<file path="src/rtl/ysyx_24100029_ifu_pkg.sv">
// Shared types and constants for the instruction fetch unit.
package ysyx_24100029_ifu_pkg;

    localparam logic [31:0] RESET_PC_DEFAULT = 32'h3000_0000;
    localparam logic [31:0] PC_INC           = 32'd4;

    typedef enum logic [1:0] {
        ADDR = 2'd0,
        DATA = 2'd1,
        OUT  = 2'd2,
        DROP = 2'd3
    } ifu_state_e;

    function automatic logic [31:0] align_word(input logic [31:0] a);
        return {a[31:2], 2'b00};
    endfunction

endpackage

</file>
<file path="src/rtl/ysyx_24100029_ifu.sv">
// Instruction fetch unit: one outstanding AXI-lite style read at a time,
// redirects either retarget the next fetch or drain the in-flight response.
module ysyx_24100029_ifu
    import ysyx_24100029_ifu_pkg::*;
#(
    parameter logic [31:0] RESET_PC = RESET_PC_DEFAULT
) (
    input  logic        clock,
    input  logic        reset,
    input  logic        redirect_valid,
    input  logic [31:0] redirect_pc,
    output logic        ar_valid,
    input  logic        ar_ready,
    output logic [31:0] ar_addr,
    input  logic        r_valid,
    output logic        r_ready,
    input  logic [31:0] r_data,
    input  logic [1:0]  r_resp,
    output logic        master_valid,
    input  logic        master_ready,
    output logic [31:0] inst,
    output logic [31:0] pc,
    output logic        inst_fault
);

    ifu_state_e  state_q, state_d;
    logic [31:0] fetch_pc_q, fetch_pc_d;
    logic        pend_q, pend_d;
    logic [31:0] pend_pc_q, pend_pc_d;
    logic [31:0] inst_q, inst_d;
    logic [31:0] pc_q, pc_d;
    logic        fault_q, fault_d;
    logic        ar_req;
    logic [31:0] redir_pc;

    assign redir_pc = align_word(redirect_pc);

    always_ff @(posedge clock or negedge reset) begin
        if (!reset) begin
            state_q    <= ADDR;
            fetch_pc_q <= RESET_PC;
            pend_q     <= 1'b0;
            pend_pc_q  <= 32'h0;
            inst_q     <= 32'h0;
            pc_q       <= 32'h0;
            fault_q    <= 1'b0;
        end else begin
            state_q    <= state_d;
            fetch_pc_q <= fetch_pc_d;
            pend_q     <= pend_d;
            pend_pc_q  <= pend_pc_d;
            inst_q     <= inst_d;
            pc_q       <= pc_d;
            fault_q    <= fault_d;
        end
    end

    always_comb begin
        state_d      = state_q;
        fetch_pc_d   = fetch_pc_q;
        pend_d       = pend_q;
        pend_pc_d    = pend_pc_q;
        inst_d       = inst_q;
        pc_d         = pc_q;
        fault_d      = fault_q;
        ar_req       = 1'b0;
        r_ready      = 1'b0;
        master_valid = 1'b0;
        case (state_q)
            ADDR: begin
                ar_req = 1'b1;
                // The address must not move mid-request, so a redirect here only arms DROP.
                if (redirect_valid) begin
                    pend_d    = 1'b1;
                    pend_pc_d = redir_pc;
                end
                if (ar_ready) begin
                    state_d = (pend_q || redirect_valid) ? DROP : DATA;
                end
            end
            DATA: begin
                r_ready = 1'b1;
                if (redirect_valid) begin
                    if (r_valid) begin
                        state_d    = ADDR;
                        fetch_pc_d = redir_pc;
                    end else begin
                        state_d   = DROP;
                        pend_d    = 1'b1;
                        pend_pc_d = redir_pc;
                    end
                end else if (r_valid) begin
                    state_d = OUT;
                    inst_d  = r_data;
                    pc_d    = fetch_pc_q;
                    fault_d = (r_resp != 2'b00);
                end
            end
            OUT: begin
                master_valid = 1'b1;
                if (redirect_valid) begin
                    state_d    = ADDR;
                    fetch_pc_d = redir_pc;
                end else if (master_ready) begin
                    state_d    = ADDR;
                    fetch_pc_d = pc_q + PC_INC;
                end
            end
            DROP: begin
                r_ready = 1'b1;
                if (redirect_valid) begin
                    pend_pc_d = redir_pc;
                end
                if (r_valid) begin
                    state_d    = ADDR;
                    pend_d     = 1'b0;
                    fetch_pc_d = redirect_valid ? redir_pc : pend_pc_q;
                end
            end
            default: state_d = ADDR;
        endcase
    end

    // Gated by reset so no request is visible while reset is held.
    assign ar_valid   = ar_req & reset;
    assign ar_addr    = fetch_pc_q;
    assign inst       = inst_q;
    assign pc         = pc_q;
    assign inst_fault = fault_q;

endmodule

</file>
<file path="config.mk">
export PLATFORM = sky130hd
export DESIGN_NAME = ysyx_24100029_ifu
export DESIGN_NICKNAME = d
export VERILOG_FILES = /design/src/rtl/ysyx_24100029_ifu_pkg.sv /design/src/rtl/ysyx_24100029_ifu.sv
export SDC_FILE = /design/constraint.sdc
export NUM_CORES = 1
export LEC_CHECK = 0
export CORE_MARGIN = 4
export CORE_UTILIZATION = 50
export DETAILED_ROUTE_END_ITERATION = 7
export DONT_BUFFER_PORTS = 1
export GPL_ROUTABILITY_DRIVEN = 1
export GPL_TIMING_DRIVEN = 0
export HOLD_SLACK_MARGIN = 0.1
export SYNTH_ARGS = -nofsm -noshare
export SYNTH_HDL_FRONTEND = slang
export SYNTH_SLANG_ARGS = --single-unit
</file>
<file path="constraint.sdc">
create_clock -name clock -period 4.2 [get_ports clock]
set_input_delay 0.21 -clock clock [delete_from_list [all_inputs] [get_ports clock]]
set_output_delay 0.21 -clock clock [all_outputs]
set_load 0.02 [all_outputs]
</file>
# Word-level counts from Yosys, hierarchy flattened
# Cells that the tools add are included.
word_totals:
  reg_bits: 132
  in_bits: 72
  output_inout_bits: 100
classes:
  add_sub_neg: 1
  eq_ne: 11
  mux: 27
  n_bitwise: 2
  n_reduce_logical: 13
ops:
  columns: ["operator", "count"]
  rows:
  - ["32-bit two-way mux", 8]
  - ["32-bit case mux with 3 select lines", 1]
  - ["32-bit case mux with 2 select lines", 1]
  - ["32-bit by 3-bit adder with 32-bit output (second input constant)", 1]
  - ["2-bit two-way mux", 8]
  - ["2-bit inequality test (second input constant)", 6]
  - ["5-bit AND reduction", 2]
  - ["2-bit case mux with 4 select lines", 1]
  - ["1-bit two-way mux", 7]
  - ["3-bit inequality test (second input constant)", 2]
  - ["3-bit AND reduction", 2]
  - ["3-bit nonzero test", 2]
  - ["2-bit equality test (second input constant)", 2]
  - ["4-bit AND reduction", 1]
  - ["2-bit nonzero test", 2]
  - ["2-bit OR reduction", 2]
  - ["1-bit case mux with 3 select lines", 1]
  - ["2-bit by 1-bit equality test with 1-bit output (second input constant)", 1]
  - ["2-bit logical NOT", 1]
  - ["1-bit AND", 1]
  - ["1-bit logical OR", 1]
  - ["1-bit inverter", 1]

# Longest topological paths before layout
# Gate-level depths: netlist of run 1.
logic_depth:
  ltp_word: 4
  depth_mapped: 10
  ltp_nobuf: 7

# Least setup slack after synthesis of run 1
# OpenSTA, ideal clock, no wires.
synth_timing:
  path_kind: "flip-flop to flip-flop"
  from: "register state_q[0]"
  to: "register fetch_pc_q[31], in the netlist ar_addr[31]"
  arrival_ns: 1.996
  required_ns: 4.064
  path_slack_ns: 2.067
  stages_incl_launch_ff: 10
  n_path_buf: 3
  cell_sequence: "dfrtp_1 -> inv_1 -> ha_1 -> nor2b_1 -> clkbuf_1 -> nor2_1 -> buf_2 -> buf_1 -> a221oi_1 -> a31oi_1"
synth_via:
  elab_chain_cells: 3
  elab_cells_between_ends: 10
synth_lines:
  columns: ["element", "line_no", "text"]
  rows:
  - ["start: declaration", "ysyx_24100029_ifu.sv:26", "ifu_state_e state_q, state_d;"]
  - ["start signal: assignment", "ysyx_24100029_ifu.sv:48", "state_q <= state_d;"]
  - ["2-bit equality test / 2-bit by 1-bit equality test with 1-bit output (equally long branches)", "ysyx_24100029_ifu.sv:69", "case (state_q)"]
  - ["3-bit inequality test (no source line) (tied with other cells)", null, null]
  - ["5-bit AND reduction (no source line)", null, null]
  - ["end signal: assignment", "ysyx_24100029_ifu.sv:49", "fetch_pc_q <= fetch_pc_d;"]
  - ["end: declaration", "ysyx_24100029_ifu.sv:27", "logic [31:0] fetch_pc_q, fetch_pc_d;"]
# Several ways; a longest one is shown, not always the timed one.
# A chain may end at the register's enable or synchronous reset.

# Worst setup path after layout of run 1
layout_timing:
  from: "register state_q[1]"
  to: "register pend_pc_q[3]"
layout_via:
  elab_chain_cells: 4
  elab_cells_between_ends: 9
layout_lines:
  columns: ["element", "line_no", "text"]
  rows:
  - ["2-bit equality test / 2-bit logical NOT (equally long branches)", "ysyx_24100029_ifu.sv:69", null]
  - ["2-bit OR reduction (no source line)", null, null]
  - ["2-bit nonzero test (no source line)", null, null]
  - ["3-bit AND reduction (no source line)", null, null]
  - ["end signal: assignment", "ysyx_24100029_ifu.sv:51", "pend_pc_q <= pend_pc_d;"]
  - ["end: declaration", "ysyx_24100029_ifu.sv:29", "logic [31:0] pend_pc_q, pend_pc_d;"]
# Several ways; a longest one is shown, not always the timed one.

==> qor.csv, run 1 <==
metric,value,unit
status,completed,
"Primary FF master, synth",dfrtp_1,
Setup TNS,0,ps
core box area,11700,µm²
CTS buffer count,17,
pre-CTS setup slack,1430,ps
Iter 0 DRT Violations,328,
Layout Nets,679,
Final Wtd Congestion,0.860,
Setup Viol. Count Final,0,
Worst-Margin Slew,853,ps
Post-synth EDFFs,0,
Final Hold Viols,0,
origin of the critical flop-to-flop path,state_q[1]$_DFFE_PN0P_,
Fin Clk Skew,7.59,ps
WL per Instance,21.5,µm
initial antenna violation count,0,
Initial Utilization,52.0,%
via/cell ratio,5.98,
startpoint type of the worst setup path,flop,
FMAX,357,MHz
Comb pwr share,30.2,%
Initial DRT Pass Iterations,5,
worst hold start,redirect_pc[23],
post-synthesis sequential area ratio,54.5,%
sw power,2.84,mW
final slew viol count,0,
ys async rst share,100,%
RR Endpoint,pend_pc_q[3]$_DFFE_PN0P_,
PortBufs,0,
first-pass GRT wire length,26300,µm
die height,118,µm
worst hold path class,primary input to flop,
Root Driver,clkbuf_16,
average cell area after synthesis,11.8,µm²
required time worst endpoint,4500,ps
RSZ-0062 raised after global routing,false,
final wirelength,16300,µm
Syn Nets,593,
share of cells above drive strength 1,21.5,%
Power Dens Cells,890,nW/µm²
Mapped Area,6070,µm²
Die X,118,µm
"setup slack, reg-to-reg",1400,ps
share of power burned in registers,47.5,%
full die area,14000,µm²
hold worst-path end,ar_addr[23]$_DFFE_PN0P_,
Leak,3.09,nW
crit path time final,2800,ps
final hold slack,134,ps
cts repair resizes,0,
crit path kind,flop to flop,
Yosys warning total,0,
grt total ovfl,0,
Register-to-Register Path Depth,6,
drc violations,0,
mux cell area share after synthesis,17.4,%
Vias,4526,
worst-path fanout max,10,
arrival time at the worst endpoint,3100,ps
Mapped Cells,515,
Final Cycle Share,66.7,%
Final ANT Viol Nets,0,
Synth Register Bits,132,
vias in the first global route,4811,
final core occ,64.6,%
IO Pins,172,
Area Overhead vs Synth,24.2,%
Hold Path Depth,3,
largest family of logic cells by synthesized area,multiplexers,
fin worst setup slack,1400,ps
H-Tree Depth,4,
Yosys cell types,44,
CTS tree,built,
worst-skew pair later-pin latency,420,ps
CTS Sinks,132,
Sw Share,42.4,%
critical path capture point type,flop,
Internal,3.87,mW
XOR/XNOR share of the synthesized area,3.46,%
clock tree buffer depth,2,
Synth Area in Simple Gates,10.4,%
Total GRT Usage,23.9,%
DP HPWL,11100,µm
n_diodes,0,
Clk network pwr share,22.2,%
count of standard-cell rows,39,
VDD IR max,0.000488,V
Synth Area in Compound Gates,10.5,%
Synth Area in Adders,1.24,%
Max-cap violations,0,
pin count of the biggest net entering global routing,133,
"CTS clk-pin slew, worst paths",50,ps
Slew HR,43.1,%
[flip-flops by register name, indices dropped and copies added (netlist names)]
name        count
pc             32
inst_fault      1
state_q         2
pend_pc_q      32
pend_q          1
ar_addr        32
inst           32
[metrics by stage]
stage / instances / cell area [µm²] / power, mW
2_1_floorplan: 515 / 6070 / 4.53
3_3_place_gp: 658 / 6250 / 5.07
3_5_place_dp: 658 / 6250 / 5.16
4_1_cts: 757 / 7540 / 6.75
5_1_grt: 757 / 7540 / 7.13
6_report: 757 / 7540 / 6.70
[cells in the mapped netlist (2+ instances only)]
| cell type | instances | area share [%] |
|---|---|---|
| nor2b_1 | 4 | 0.41 |
| a21oi_1 | 14 | 1.2 |
| o22ai_1 | 11 | 1.1 |
| mux2_2 | 92 | 17 |
| dfstp_2 | 2 | 0.87 |
| o21ai_0 | 14 | 1.2 |
| xor2_1 | 5 | 0.72 |
| a221oi_1 | 26 | 3.8 |
| and2_1 | 4 | 0.41 |
| clkbuf_1 | 28 | 1.7 |
| nand2_1 | 35 | 2.2 |
| a22oi_1 | 6 | 0.74 |
| mux2i_1 | 2 | 0.33 |
| dfrtp_1 | 130 | 54 |
| or4_1 | 2 | 0.25 |
| nand3_1 | 12 | 0.99 |
| nand2b_1 | 2 | 0.21 |
| inv_1 | 10 | 0.62 |
| nand4_1 | 7 | 0.72 |
| xnor2_1 | 19 | 2.7 |
| a31oi_1 | 5 | 0.52 |
| nor3_1 | 5 | 0.41 |
| or3_1 | 2 | 0.21 |
| buf_2 | 2 | 0.16 |
| nor4_1 | 9 | 0.93 |
| and3_1 | 4 | 0.41 |
| nor2_1 | 35 | 2.2 |
| a21o_1 | 2 | 0.25 |
| ha_1 | 6 | 1.2 |
| o211ai_1 | 2 | 0.25 |
| and4_1 | 4 | 0.58 |
| o221ai_1 | 2 | 0.29 |
[worst max path at each step]
stage	from	endpoint	slack, ps	cells past startpoint
2_1_floorplan	state_q[0]$_DFFE_PN0P_	ar_addr[31]$_DFFE_PN0P_	2070	9
3_5_place_dp	state_q[0]$_DFFE_PN0P_	ar_addr[31]$_DFFE_PN0P_	1430	9
5_1_grt	state_q[0]$_DFFE_PN0P_	ar_addr[14]$_DFFE_PN0P_	1170	9
3_3_place_gp	state_q[0]$_DFFE_PN0P_	ar_addr[14]$_DFFE_PN0P_	1450	9
4_1_cts	state_q[0]$_DFFE_PN0P_	ar_addr[14]$_DFFE_PN0P_	1410	9
6_report	state_q[1]$_DFFE_PN0P_	pend_pc_q[3]$_DFFE_PN0P_	1400	6
[metal layers]
metal  wire, µm  share of wire (%)  global-route usage, %
met3       1160                7.1                   7.07
met4        293                1.8                   8.42
met5          0                  0                      0
met1       6740                 41                   30.3
met2       8090                 50                   39.1
[cells in the final DEF, fill, tap and decap left out, drive strengths merged, types with 3 or more instances in the layout]
cell type	instances
a21oi	14
a221oi	26
a22oi	6
a31oi	5
and2	4
and3	4
and4	5
buf	4
bufinv	3
clkbuf	47
clkinv	6
dfrtp	130
dlygate4sd3	66
ha	6
inv	12
mux2	92
nand2	35
nand3	12
nand4	8
nor2	35
nor2b	4
nor3	5
nor4	9
o21ai	15
o22ai	11
xnor2	19
xor2	5
[power groups by stage]
stage	clock (mW)	sequential, mW	combinational (mW)
floorplan	0	2.97	1.56
global placement	0	3.18	1.89
detailed placement	0	3.21	1.94
CTS	1.52	3.19	2.04
global route	1.58	3.28	2.27
finish	1.49	3.19	2.03
[layout make-up]
cell class	instances	area (µm²)
Timing Repair Buffer	67	688
Inverter	10	37.5
Multi-Input combinational cell	342	2610
Clock buffer	19	443
Fill cell	967	4130
Clock inverter	13	156
Buffer	31	119
Tap cell	143	179
Sequential cell	132	3310
[repair_timing]
action                                 4_1_cts  5_1_grt
endpoints found under the hold margin      222        0
setup buffers                                0        0
hold buffers                                67        0
[cells by family after synthesis]
group / count (synthesis)
xor+xnor: 24
mux: 94
buf+inv: 41
flops: 132
simple gates: 127
fa+ha+maj: 6
compound gates: 91
[critical path, cell delays in order, from the launching register on]
cell and delay (ps):
dfrtp_1 380, inv_1 90, ha_1 250, nor2b_1 170
o21ai_1 660, clkbuf_1 710, mux2_2 410
No activity file was read; power rests on OpenSTA's default activity.
==> run 2, diff against run 1 <==
- PLACE_DENSITY: not set -> 0.68
- clock period: 4.2 -> 2.5 ns (I/O delays scaled with it)
==> run 2 against run 1 <==
The run now ends with negative hold slack left. Die area unchanged. Clock skew up 2.8 ps. Utilization about the same. Final cell count down 0.26%. First-iteration DRC count down 7.6%. Sequential share of layout area about the same. Via count up 2.4%.
==> qor.csv, run 2 (synthesis gave the netlist of run 1 again) <==
metric,value,unit
status,finished with violations,
violated checks,negative hold slack,
Setup Viol. Count Final,0,
fin worst setup slack,123,ps
CTS Sinks,132,
Root Driver,clkbuf_16,
RR Endpoint,ar_addr[31]$_DFFE_PN0P_,
# fillers,902,
crit path time final,2380,ps
clock tree buffer depth,2,
Register-to-Register Path Depth,9,
Iter 0 DRT Violations,303,
count of standard-cell rows,39,
Slew HR,53.7,%
max incr delay on CP,410,ps
CTS Hold Buffers Added,65,
"CTS clk-pin slew, worst paths",60,ps
most frequent cells in the layout,"130 x dfrtp_1, 92 x mux2_2, 65 x dlygate4sd3_1",
Final Cycle Share,95.1,%
Fin Clk Skew,10.4,ps
arrival time at the worst endpoint,2660,ps
met1 Use GR,29.1,%
Final ANT Viol Nets,0,
FMAX,421,MHz
Non-Filler Instances,755,
startpoint type of the worst setup path,flop,
H-Tree Depth,4,
CP max stage cell,dfrtp_1,
CP top delay family,buffers and inverters,
origin of the critical flop-to-flop path,state_q[0]$_DFFE_PN0P_,
post-route cell area,7530,µm²
via/cell ratio,6.14,
worst-path fanout max,10,
DP HPWL,11200,µm
CTS buffer count,17,
Total GRT Usage,23.9,%
IO Pins,172,
Placed Area,6250,µm²
share of cells above drive strength 1,23.9,%
GR peak layer,met2,
drc violations,0,
pin count of the biggest net entering global routing,134,
Post-CTS Setup Bufs,0,
Max-cap violations,0,
Initial Utilization,52.0,%
crit path kind,flop to flop,
Final Wtd Congestion,0.817,
"commonest non-fill, non-tap cell in the layout",dfrtp_1,
GR Layer Usage met2,40.4,%
final wirelength,16600,µm
Layout Nets,676,
die height,118,µm
Worst-Margin Slew,695,ps
initial antenna violation count,1,
DP Cell Count,658,
RSZ-0062 raised after global routing,true,
WL per Instance,22.0,µm
Vias,4633,
Tot Pwr,11.3,mW
PortBufs,0,
worst hold path class,primary input to asynchronous set/reset pin,
pre-CTS setup slack,-273,ps
Initial DRT Pass Iterations,6,
core box area,11700,µm²
CP bufs+invs,4,
VDD IR max,0.000893,V
vias in the first global route,4863,
required time worst endpoint,2780,ps
first-pass GRT wire length,26500,µm
Power Dens Cells,1500,nW/µm²
final slew viol count,0,
full die area,14000,µm²
CTS tree,built,
"setup slack, reg-to-reg",120,ps
Leak,3.10,nW
Die X,118,µm
routing usage on met3,7.55,%
final hold slack,-586,ps
crit-path cells,inv_1 -> ha_2 -> nor2b_1 -> clkbuf_2 -> nor2_1 -> buf_2 -> buf_2 -> a221oi_1 -> a31oi_1,
register area,3310,µm²
grt total ovfl,0,
cell mode on critical path,buf_2,
worst-skew pair later-pin latency,420,ps
multi-input logic area,2630,µm²
Final Hold Viols,132,
Area Overhead vs Synth,24.1,%
critical path capture point type,flop,
[run 2: layout make-up]
class                      count  area share, %
timing repair buffer          65           8.64
sequential                   132           43.9
inverter                      10          0.498
buffer                        30           1.73
antenna                        1         0.0332
clock inverter                10           1.73
multi-input combinational    342           35.0
clock buffer                  22           6.16
tap                          143           2.38
[run 2: report_power, final]
part           switching [mW]  internal, mW  leakage, nW  total [mW]
Sequential               2.14          3.24         1.56        5.38
Clock                   0.876          1.61        0.290        2.49
Combinational            1.77          1.69         1.25        3.46
[run 2: timing repair]
| action | CTS | global route |
|---|---|---|
| setup endpoints to repair | 89 | 40 |
| hold endpoints to repair | 227 | 132 |
| gates resized for setup | 8 | 15 |
[run 2: worst max path at each step]
stage | cells past startpoint | end | start | slack [ps]
after floorplan | 9 | ar_addr[31]$_DFFE_PN0P_ | state_q[0]$_DFFE_PN0P_ | 370
after global placement | 9 | ar_addr[31]$_DFFE_PN0P_ | state_q[0]$_DFFE_PN0P_ | -250
after detailed placement | 9 | ar_addr[22]$_DFFE_PN0P_ | state_q[0]$_DFFE_PN0P_ | -270
after CTS | 8 | ar_addr[15]$_DFFE_PN0P_ | state_q[0]$_DFFE_PN0P_ | 30
after global routing | 9 | ar_addr[14]$_DFFE_PN0P_ | state_q[0]$_DFFE_PN0P_ | -40
final | 9 | ar_addr[31]$_DFFE_PN0P_ | state_q[0]$_DFFE_PN0P_ | 120
[run 2: stage by stage]
| stage | util [%] | setup TNS (ps) |
|---|---|---|
| floorplan | - | 0 |
| global placement | 53.6 | -7230 |
| detailed placement | 53.6 | -9650 |
| CTS | 64.4 | 0 |
| global route | 64.6 | -101 |
| finish | 64.6 | 0 |
[run 2: per-layer routing]
layer	routed length, µm	vias to the layer above	share of wire [%]
li1	-	2059	-
met4	201	0	1.2
met2	8500	203	51
met5	0	-	0
met3	1310	17	7.9
met1	6600	2354	40
==> run 3, diff against run 2 <==
- REMOVE_ABC_BUFFERS: not set -> 1
==> run 3 against run 2 <==
The run still ends with negative hold slack left. Critical path depth decreased by 4. Sequential cell count unchanged. Sequential share of layout area decreased by 0.63 points. Clock skew decreased by 1.9 ps. First-iteration DRC count decreased by 17%. Utilization increased by 0.97 points. Global-route usage decreased by 0.79 points. Final cell count decreased by 2.9%. Power increased by 3.2%. Maximum frequency about the same. Wire length decreased by 0.90%. Combinational power increased by 5%.
==> qor.csv, run 3 (synthesis gave the netlist of run 1 again) <==
metric,value,unit
FMAX,420,MHz
Setup Viol. Count Final,0,
Top Layer Used,met4,
Initial Utilization,52.0,%
final slew viol count,0,
required time worst endpoint,2790,ps
Die X,118,µm
multi-input logic area,2710,µm²
Leak,3.13,nW
Slew HR,38.6,%
CTS buffer count,17,
pre-CTS setup slack,-1050,ps
CP top delay family,simple AND/OR/NAND/NOR gates,
pin count of the biggest net entering global routing,134,
arrival time at the worst endpoint,2670,ps
DP Cell Count,630,
VDD IR max,0.00124,V
"setup slack, reg-to-reg",120,ps
Tot Pwr,11.7,mW
Area Overhead vs Synth,26.0,%
final core occ,65.6,%
Critical Path Start,state_q[1]$_DFFE_PN0P_,
first-pass GRT wire length,25600,µm
drc violations,0,
CTS tree,built,
most frequent cells in the layout,"129 x dfrtp_1, 92 x mux2_2, 66 x dlygate4sd3_1",
Register-to-Register Path Depth,5,
status,finished with violations,
vias in the first global route,4723,
origin of the critical flop-to-flop path,state_q[1]$_DFFE_PN0P_,
initial antenna violation count,1,
violated checks,negative hold slack,
worst-path fanout max,66,
Fin Clk Skew,8.53,ps
final hold slack,-597,ps
WL per Instance,22.5,µm
Power Dens Cells,1530,nW/µm²
startpoint type of the worst setup path,flop,
crit-path cells,inv_1 -> ha_1 -> nor2b_1 -> nand2_4 -> mux2_2,
Vias,4475,
Layout Nets,654,
Iter 0 DRT Violations,250,
H-Tree Depth,4,
IO Pins,172,
"commonest non-fill, non-tap cell in the layout",dfrtp_1,
Root Driver,clkbuf_16,
CTS Hold Buffers Added,66,
Final Wtd Congestion,0.801,
worst hold path class,primary input to asynchronous set/reset pin,
clock tree buffer depth,2,
WL met2,8500,µm
final wirelength,16500,µm
register area,3310,µm²
Non-Filler Instances,733,
routed wl met3,1210,µm
crit path time final,2380,ps
DP HPWL,9800,µm
Max-cap violations,0,
critical path capture point type,flop,
share of cells above drive strength 1,25.3,%
Worst-Margin Slew,922,ps
Final Cycle Share,95.2,%
RSZ-0062 raised after global routing,false,
post-route cell area,7640,µm²
Final ANT Viol Nets,0,
count of standard-cell rows,39,
fin worst setup slack,120,ps
core box area,11700,µm²
RR Endpoint,pc[18]$_DFFE_PN0P_,
Setup TNS,0,ps
CP bufs+invs,1,
worst-skew pair later-pin latency,420,ps
PortBufs,0,
CP max stage cell,nand2_4,
"CTS clk-pin slew, worst paths",60,ps
Placed Area,6260,µm²
Initial DRT Pass Iterations,5,
# fillers,903,
max incr delay on CP,500,ps
grt total ovfl,0,
crit path kind,flop to flop,
Total GRT Usage,23.1,%
via/cell ratio,6.11,
die height,118,µm
Met1 Routed Length,6480,µm
full die area,14000,µm²
Final Hold Viols,132,
CTS Sinks,132,
-- run 3: cell count changes in the layout (fill, tap and decap cells not counted), sizes merged --
cell / before / now
buf: 3 / 5
nor2: 35 / 36
clkbuf: 49 / 21
dlygate4sd3: 65 / 66
inv: 10 / 12
bufinv: 3 / 4
o221a: 1 / 2
clkinv: 5 / 3
-- run 3: what timing repair did --
action,CTS,global route
pin swaps,0,2
cloned,0,2
gates resized for setup,4,5
endpoints found under the hold margin,227,132
endpoints found under the setup margin,32,13
buffers inserted,2,0
-- run 3: final cells by class --
cell class	count	area share, %
diodes	1	0.0327
clock buffers	21	6.28
well taps	143	2.34
repair buffers	71	9.92
multi-input cells	344	35.4
clock inverters	11	2.24
inverters	10	0.491
flip-flops and latches	132	43.3
-- run 3: how the worst max path moves through the flow --
stage / endpoint / slack [ps] / depth (start not counted)
after floorplan: ar_addr[23]$_DFFE_PN0P_ / -890 / 6
after global placement: ar_addr[23]$_DFFE_PN0P_ / -3200 / 6
after detailed placement: ar_addr[23]$_DFFE_PN0P_ / -1050 / 7
after CTS: ar_addr[30]$_DFFE_PN0P_ / 20 / 6
after global routing: inst[20]$_DFFE_PN0P_ / 9 / 5
final: pc[18]$_DFFE_PN0P_ / 120 / 5
-- run 3: metal layers --
layer  vias to the layer above  global-route usage [%]
met5                         -                       0
met4                         0                    8.42
met3                        27                    7.07
met2                       155                    39.9
met1                      2280                    27.4
li1                       2013                       -
-- run 3: worst register-to-register path, stage by stage (launching register included) --
cell and delay [ps]:
dfrtp_1 410, inv_1 120, ha_1 310, nor2b_1 330, nand2_4 500, mux2_2 590
-- run 3: where the power goes --
part	total (mW)	switching, mW	internal [mW]	leakage (nW)
clock	2.71	0.928	1.78	0.316
combinational	3.64	1.81	1.83	1.26
sequential	5.34	2.10	3.24	1.56
